==> config.mk <==
export PLATFORM = sky130hd
export DESIGN_NAME = lpm_fifo_dc_rdside
export DESIGN_NICKNAME = d
export VERILOG_FILES = /design/src/rtl/lpm_fifo_dc_pkg.sv /design/src/rtl/lpm_fifo_dc_gray2bin.sv /design/src/rtl/lpm_fifo_dc_rdside.sv
export SDC_FILE = /design/constraint.sdc
export NUM_CORES = 1
export LEC_CHECK = 0
export BUFFER_PORTS_ARGS = -buffer_cell sky130_fd_sc_hd__buf_2
export CAP_MARGIN = 0
export CORE_ASPECT_RATIO = 1.2
export CORE_UTILIZATION = 37
export CTS_BUF_LIST = sky130_fd_sc_hd__clkbuf_4 sky130_fd_sc_hd__clkbuf_8
export CTS_CLUSTER_DIAMETER = 100
export CTS_CLUSTER_SIZE = 28
export DETAILED_ROUTE_END_ITERATION = 8
export PLACE_DENSITY = 0.62
export SYNTH_ARGS = -nofsm -noshare
export SYNTH_HDL_FRONTEND = slang
export SYNTH_SLANG_ARGS = --single-unit
export TNS_END_PERCENT = 20
==> constraint.sdc <==
create_clock -name clock -period 3.15 [get_ports clock]
set_input_delay 0.315 -clock clock [delete_from_list [all_inputs] [get_ports clock]]
set_output_delay 0.315 -clock clock [all_outputs]
set_load 0.1 [all_outputs]
==> src/rtl/lpm_fifo_dc_pkg.sv <==
// Shared definitions for the dual-clock FIFO read and write controllers.
// Holds the pointer-width rule and the Gray/binary conversion helpers.
package lpm_fifo_dc_pkg;

  // Pointers carry one bit more than the address so full and empty differ.
  localparam int PTR_EXTRA_BITS = 1;

  // Widest pointer the conversion helpers handle. Callers zero-extend their
  // pointer into this width and truncate the result back. Both conversions
  // are exact under zero-extension for any pointer up to this width.
  localparam int FUNC_W = 32;

  // Pointer width for a given address width.
  function automatic int ptr_width(input int widthu);
    return widthu + PTR_EXTRA_BITS;
  endfunction

  // Binary to Gray: each bit is the XOR of itself and the bit above it.
  function automatic logic [FUNC_W-1:0] bin2gray(input logic [FUNC_W-1:0] b);
    return b ^ (b >> 1);
  endfunction

  // Gray to binary: each bit is the XOR of every Gray bit at or above it.
  function automatic logic [FUNC_W-1:0] gray2bin(input logic [FUNC_W-1:0] g);
    logic [FUNC_W-1:0] b;
    b = '0;
    for (int i = 0; i < FUNC_W; i++) begin
      b[i] = ^(g >> i);
    end
    return b;
  endfunction

endpackage

==> src/rtl/lpm_fifo_dc_gray2bin.sv <==
// Combinational Gray-to-binary decoder (XOR prefix from the MSB down).
module lpm_fifo_dc_gray2bin #(
  parameter int width = 5
) (
  input  logic [width-1:0] gray,
  output logic [width-1:0] bin
);

  // Bit i of the binary value is the XOR of Gray bits [width-1:i].
  always_comb begin
    // NOTE: every output gets a default before the loop so no bit can hold
    // state from a previous evaluation and no latch is inferred.
    bin = '0;
    for (int i = 0; i < width; i++) begin
      bin[i] = ^(gray >> i);
    end
  end

endmodule

==> src/rtl/lpm_fifo_dc_rdside.sv <==
// Read-domain controller of the dual-clock FIFO.
// Decodes the synchronized Gray write pointer, owns the read pointer and
// produces registered empty/full/used status, the RAM read address/strobe
// and the Gray read pointer exported to the write domain.
// Optional checking: define LPM_FIFO_DC_RDSIDE_CHECK_EN to enable underflow
// and illegal-pointer detection on rderror (with status clamping).
module lpm_fifo_dc_rdside
  import lpm_fifo_dc_pkg::*;
#(
  parameter int lpm_widthu = 4
) (
  input  logic                                clock,
  input  logic                                sclr,
  input  logic                                rdreq,
  input  logic [ptr_width(lpm_widthu)-1:0]    wrptr_g,
  output logic                                rden,
  output logic [lpm_widthu-1:0]               rdaddr,
  output logic [ptr_width(lpm_widthu)-1:0]    rdptr_g,
  output logic [ptr_width(lpm_widthu)-1:0]    rdusedw,
  output logic                                rdempty,
  output logic                                rdfull,
  output logic                                rderror
);

  localparam int PTR_W = ptr_width(lpm_widthu);
  localparam logic [PTR_W-1:0] DEPTH = {1'b1, {lpm_widthu{1'b0}}};

  logic [PTR_W-1:0] rdptr_b;
  logic [PTR_W-1:0] wr_b;
  logic [PTR_W-1:0] wr_dec;
  logic [PTR_W-1:0] next_wr_b;
  logic [PTR_W-1:0] next_rdptr_b;
  logic [PTR_W-1:0] next_used;

  lpm_fifo_dc_gray2bin #(
    .width (PTR_W)
  ) u_wr_dec (
    .gray (wrptr_g),
    .bin  (wr_dec)
  );

  // The read strobe depends only on the registered empty flag, keeping the
  // synchronized write pointer out of the rden timing path.
  assign rden   = rdreq & ~rdempty & ~sclr;
  assign rdaddr = rdptr_b[lpm_widthu-1:0];

  // Next pointer values and the occupancy they imply after this edge.
  always_comb begin
    next_wr_b    = (wr_dec != wr_b) ? wr_dec : wr_b;
    next_rdptr_b = rdptr_b + PTR_W'(rden);
    next_used    = next_wr_b - next_rdptr_b;
  end

`ifdef LPM_FIFO_DC_RDSIDE_CHECK_EN
  logic overflow;
  logic underflow;

  // A legal write pointer can never lead the read pointer by more than depth.
  assign overflow  = next_used > DEPTH;
  assign underflow = rdreq & rdempty & ~sclr;
`endif

  // Pointer and status registers; sclr loads the empty state.
  always_ff @(posedge clock) begin
    // NOTE: state is written with non-blocking assignments so every register
    // samples pre-edge values and simulation matches the synthesized flops.
    if (sclr) begin
      rdptr_b <= '0;
      wr_b    <= '0;
      rdptr_g <= '0;
      rdusedw <= '0;
      rdempty <= 1'b1;
      rdfull  <= 1'b0;
`ifdef LPM_FIFO_DC_RDSIDE_CHECK_EN
      rderror <= 1'b0;
`endif
    end else begin
      rdptr_b <= next_rdptr_b;
      wr_b    <= next_wr_b;
      rdptr_g <= PTR_W'(bin2gray(FUNC_W'(next_rdptr_b)));
`ifdef LPM_FIFO_DC_RDSIDE_CHECK_EN
      rderror <= underflow | overflow;
      if (overflow) begin
        rdusedw <= DEPTH;
        rdempty <= 1'b0;
        rdfull  <= 1'b1;
      end else begin
        rdusedw <= next_used;
        rdempty <= (next_used == '0);
        rdfull  <= (next_used == DEPTH);
      end
`else
      rdusedw <= next_used;
      rdempty <= (next_used == '0);
      rdfull  <= (next_used == DEPTH);
`endif
    end
  end

`ifndef LPM_FIFO_DC_RDSIDE_CHECK_EN
  assign rderror = 1'b0;
`endif

endmodule
Word-level counts from Yosys, hierarchy flattened
Cells that the tools add are included.

Multiplexer cells: 1. Eq/ne operators: 2. Reduce and logical (&&, ||, !) cells: 6. Add/sub/neg operators: 2. Bitwise operators: 5.

Operator list (number): 5-bit parity (5); 5-bit by 1-bit adder with 5-bit output (1); 5-bit == test (second input constant) (1); 5-bit zero test (1); 5-bit 2-to-1 mux (1); 5-bit != test (1); 5-bit subtractor (1); 5-bit by 4-bit XOR with 5-bit output (1); 1-bit bitwise AND (2); 1-bit NOT (2).

Bits in registers: 22. Output and inout port bits: 18. Input port bits: 8.

Longest topological paths before layout
Word-level depth: 6. Mapped depth: 12. Depth with buffers taken out: 12.

Cells and area by module
Synthesis repeated with hierarchy kept, for this count alone.

Cells, all modules: 77. Area total of the unflattened synthesis: 823.3 µm².

By module, submodules not included: lpm_fifo_dc_rdside (cells an instance 71, area an instance 750.7 µm², instances 1); lpm_fifo_dc_gray2bin (cells an instance 6, area an instance 72.6 µm², instances 1).

Worst setup path after synthesis
Ideal clock, no wire load.

Path kind: flip-flop to flip-flop. Start: register rdempty. End: register rdempty. Required time: 3054 ps. Path slack: -1982 ps. Clock period less this slack: 5132 ps. Arrival: 5037 ps. Cell stages (with the launch flop): 10. Cells stage by stage: dfxtp_1 > nor3b_1 > ha_1 > ha_1 > xnor2_1 > ha_1 > a21o_1 > a21oi_1 > xnor3_1 > o41ai_2.

Cells in the longest elaborated chain, start to end: 6.

Ends and longest elaborated chain: start: declaration (line lpm_fifo_dc_rdside.sv:20) `output logic rdempty,`; start signal: assignment (line lpm_fifo_dc_rdside.sv:94) `rdempty <= (next_used == '0);`; 1-bit NOT (line lpm_fifo_dc_rdside.sv:44) `assign rden = rdreq & ~rdempty & ~sclr;`; 1-bit bitwise AND (2 in series) (line lpm_fifo_dc_rdside.sv:44); named net rden (line lpm_fifo_dc_rdside.sv:16) `output logic rden,`; 5-bit by 1-bit adder with 5-bit output (line lpm_fifo_dc_rdside.sv:50) `next_rdptr_b = rdptr_b + PTR_W'(rden);`; 5-bit subtractor (line lpm_fifo_dc_rdside.sv:51) `next_used = next_wr_b - next_rdptr_b;`; 5-bit zero test (line lpm_fifo_dc_rdside.sv:94).

The timed path passes the listed nets, and every way through them passes these cells. A chain may end at the register's enable or synchronous reset.

Worst setup path after layout
Start: input port wrptr_g[4]. End: register rdempty.

Cells in the longest elaborated chain, start to end: 5. Elaborated cells between the ends (all ways): 9.

Ends and longest elaborated chain: start: declaration (line lpm_fifo_dc_rdside.sv:15) `input logic [ptr_width(lpm_widthu)-1:0] wrptr_g,`; 5-bit parity (line lpm_fifo_dc_gray2bin.sv:15) `bin[i] = ^(gray >> i);`; 5-bit != test (line lpm_fifo_dc_rdside.sv:49) `next_wr_b = (wr_dec != wr_b) ? wr_dec : wr_b;`; 5-bit 2-to-1 mux (*) (line lpm_fifo_dc_rdside.sv:49); named net next_wr_b[2] (line lpm_fifo_dc_rdside.sv:31) `logic [PTR_W-1:0] next_wr_b;`; 5-bit subtractor (*) (line lpm_fifo_dc_rdside.sv:51); 5-bit zero test (*) (line lpm_fifo_dc_rdside.sv:94).

Mark *: on every way through the listed nets, which the timed path passes. The rest lies on a longest branch.

==> run summary <==
The flow ran to the end, but the final reports show violations. The final reports fail on DRC. The total number of vias came out at 517.

Entering global routing, the biggest net connects 14 pins. TritonCTS built the clock tree. The run gives 0.4025 as the starting density of the core.

The die is 51.71 um tall. In this run the post-CTS setup repair buffer count came out at 0. The number of placed instances, taps included, is 111. The area of all placed cells without fillers was 1003 um2. In this run the static leakage power is 0.4799 nW. Power density of the placed cells: 587.5 nW/um2. The share of final-layout standard cells stronger than drive strength 1 works out to 0.4583. The portion of synthesized cell area occupied by the leading cell type is 0.4204. Area of placed instances: 967.2 um2.

The post-route worst setup slack came out at 0.7646 ns. During placement, the flow inserted port buffers numbering 24. For this design, the CTS-stage hold fixing added 0 buffers. The logs give 923.6 um for the half-perimeter wire length after detailed placement and 115 for the post-layout instance count excluding filler cells. The total design power came out at 0.0005896 W. Clock latency on the worst-skew pair, taken at its later pin, is 0.28 ns. Once detail routing completed, the nets flagged for antenna violations numbered 0. After the first detailed-routing iteration, the DRC count stood at 6. The final weighted congestion of routability-driven global placement was 0.6299. In this run the worst hold path is classified as in -> reg. In this run the critical register-to-register path is launched from rdempty$_SDFF_PP1_. The worst hold path passes through 2 cells. Counting every net in the synthesized netlist gives 86. Number of clock buffers inserted by TritonCTS: 3. The highest net fanout along the worst path is 2. The worst-case setup slack after placement came out at 0.4454 ns. In the synthesized netlist, the cells that appear most often are 16 x sky130_fd_sc_hd__dfxtp_1, 9 x sky130_fd_sc_hd__nor2_1, 6 x sky130_fd_sc_hd__ha_1, 6 x sky130_fd_sc_hd__inv_1, 6 x sky130_fd_sc_hd__xnor2_1. Yosys instantiated no cell more often than sky130_fd_sc_hd__dfxtp_1.

On the worst path, the slowest cell contributes a delay of 0.35 ns. Number of hold violations in the final report: 0. The Yosys step of the flow raised 0 warnings.

The number of flops mapped to enable cells by yosys is 0, and the number of levels the H-tree was split into is 1. By area the synthesized netlist is led by sky130_fd_sc_hd__dfxtp_1 42%, sky130_fd_sc_hd__ha_1 9.9%, sky130_fd_sc_hd__xnor2_1 6.9%. The post-synthesis instance area was 762.0 um2. The logs give 2 for the maximum clock path buffer count and 1127 um for the detailed-route wire length. The final layout contains 112 nets.

The tools report the category of the worst setup path capture point as a flip-flop. The critical path goes through buf_2 -> xnor2_2 -> xnor2_2 -> xnor2_2 -> xor2_1 -> ha_1 -> inv_1 -> fa_2 -> a21o_1 -> a21oi_1 -> xnor3_1 -> o41ai_2. Row generation in the floorplan step produced 17 rows. The tools report the overall routing resource usage as 0.1262. Async set-or-reset flop fraction in the synthesized netlist: 0. For hold timing, the worst endpoint is rdptr_g[3]$_SDFF_PP0_. The total overflow left after global routing is 0. Before antenna repair, the detailed router went through 6 iterations.

At the worst endpoint, the required time is 3.32 ns. The logic depth of the worst register-to-register path works out to 9. After synthesis the netlist holds a flip-flop and latch count of 16. The post-route clock skew was 0.001481 ns. The tree built by TritonCTS fans out to 16 sinks. In the synthesized netlist, the number of instances is 71. 0 antenna diodes ended up in the layout. The initial antenna violation count came out at 0.

Launch point of the worst hold path: sclr. The leading register cell type out of synthesis is sky130_fd_sc_hd__dfxtp_1. Counting I/O delays and the setup requirement, the final critical path takes 2.385 ns. The worst-case IR drop observed on VDD is 0.0003313 V. Cell with the largest stage delay on the worst path: sky130_fd_sc_hd__fa_2. For the final routed database, the setup TNS stands at 0 ns. The die covers 2246 um2.

The tools report the top-level port count as 26. The worst setup path is of the in -> reg kind. STA classifies the critical path startpoint as an input pin.

Once the clock tree was built, the resizer swapped 0 gates to a different size. The core region is 1893 um2. Setup violations remaining at the end of the flow were counted as 0.

Data arrives at the worst endpoint at 2.56 ns. Compared with the post-synthesis result, the final layout area differs by 31.69%. The part of the Yosys area used for sequential elements is 0.4204. After detailed routing, the average wire length per cell comes to 9.800 um. The final max-slew violation count came out at 0. For this run, design rule violations remaining after detail routing come to 3. Setup repair after global routing left no endpoint under its margin. Summing all multi-input logic gate instances after layout gives 476.7 um2. The post-route clock period utilization works out to 0.7573. The timing-limited maximum frequency was 419.2 MHz. The clock root buffer was sky130_fd_sc_hd__clkbuf_4.

The via count of the first global-routing pass came out at 476. The number of violations of the max-capacitance limit came out at 0. Count of buffer and inverter cells on the critical path: 2. In this run, distinct cell masters in the synthesized netlist total 24. Fill cells in the final layout number 191. The first global-routing pass estimated 1980 um of wire. Dividing the synthesized area by the synthesized cell count gives 10.73 um2. The die span in x is 43.43 um. The run gives 0.90 ns as the slack of the worst reg-to-reg path.

The post-synthesis cell type with the largest combined area is sky130_fd_sc_hd__dfxtp_1. In this run the critical register-to-register path is captured at rdempty$_SDFF_PP1_. After clock tree synthesis, the clock-pin slew on the worst setup and hold paths is 0.09 ns.

In this design, the critical path's most frequently occurring cell is sky130_fd_sc_hd__xnor2_2. The sequential cell area was 324.1 um2; the post-detailed-route via-to-cell ratio was 4.496. On the critical path the largest part of the delay comes from XOR/XNOR gates.
per-stage QoR:
stage               hold WS, ns    util
floorplan                0.5208       -
global placement         0.5767  0.5109
detailed placement       0.5797  0.5109
CTS                      0.3700  0.5301
global route             0.3590  0.5301
finish                   0.3729  0.5301
kinds of logic (layout without fill, tap and decap cells):
kind of cell	Yosys count	count (layout)	share of synthesized area
XOR/XNOR	14	14	0.2184
adder cells (fa/ha/maj)	7	7	0.1248
flip-flops	16	16	0.4204
AO/OA/AOI/OAI	5	5	0.05419
buffers and inverters	9	34	0.04927
other	1	1	0.004921
AND/OR/NAND/NOR	19	19	0.1281
report_power, final:
part	switching, W	internal [W]	leakage, nW
Clock	0.0000595	0.0000703	0.0210
Sequential	0.00000422	0.000218	0.131
Combinational	0.000178	0.0000596	0.328
Total	0.000242	0.000348	0.480
layer usage:
layer / wire (um) / track usage / part of all wire / vias to the layer above
met5: 0 / 0 / 0 / -
met4: 46 / 0.1094 / 0.041 / 0
met3: 45 / 0.03472 / 0.040 / 4
met2: 550 / 0.1970 / 0.49 / 15
met1: 483 / 0.1391 / 0.43 / 228
li1: - / - / - / 270
layout make-up:
cell class	instances	share of cell area
clock buffers	4	0.03616
repair buffers	24	0.1197
inverters	6	0.02244
flip-flops and latches	16	0.3229
well taps	19	0.02369
multi-input cells	46	0.4751
state kept, by name (all words and copies together) (netlist names):
signal / cells
rdfull: 1
rdusedw: 5
rdptr_g: 5
rdptr_b: 4
rdempty: 1
cells in the final DEF, fill, tap and decap left out, types with 3 or more instances in the layout:
| cell | synthesis | layout |
|---|---|---|
| sky130_fd_sc_hd__buf_2 | 0 | 24 |
| sky130_fd_sc_hd__dfxtp_1 | 16 | 15 |
| sky130_fd_sc_hd__nor2_1 | 9 | 9 |
| sky130_fd_sc_hd__inv_1 | 6 | 5 |
| sky130_fd_sc_hd__xnor2_1 | 6 | 5 |
| sky130_fd_sc_hd__xnor2_2 | 3 | 3 |
| sky130_fd_sc_hd__ha_1 | 6 | 3 |
| sky130_fd_sc_hd__clkbuf_4 | 0 | 3 |
how the worst max path moves through the flow:
stage,startpoint,end,slack (ns),cells past startpoint
2_1_floorplan,rdempty$_SDFF_PP1_,rdempty$_SDFF_PP1_,0.02,8
3_3_place_gp,wrptr_g[4],rdfull$_SDFF_PP0_,0.42,13
3_5_place_dp,wrptr_g[4],rdempty$_SDFF_PP1_,0.45,12
4_1_cts,wrptr_g[4],rdempty$_SDFF_PP1_,0.74,12
5_1_grt,wrptr_g[4],rdempty$_SDFF_PP1_,0.59,12
6_report,wrptr_g[4],rdempty$_SDFF_PP1_,0.76,12
No activity file was read; power rests on OpenSTA's default activity.
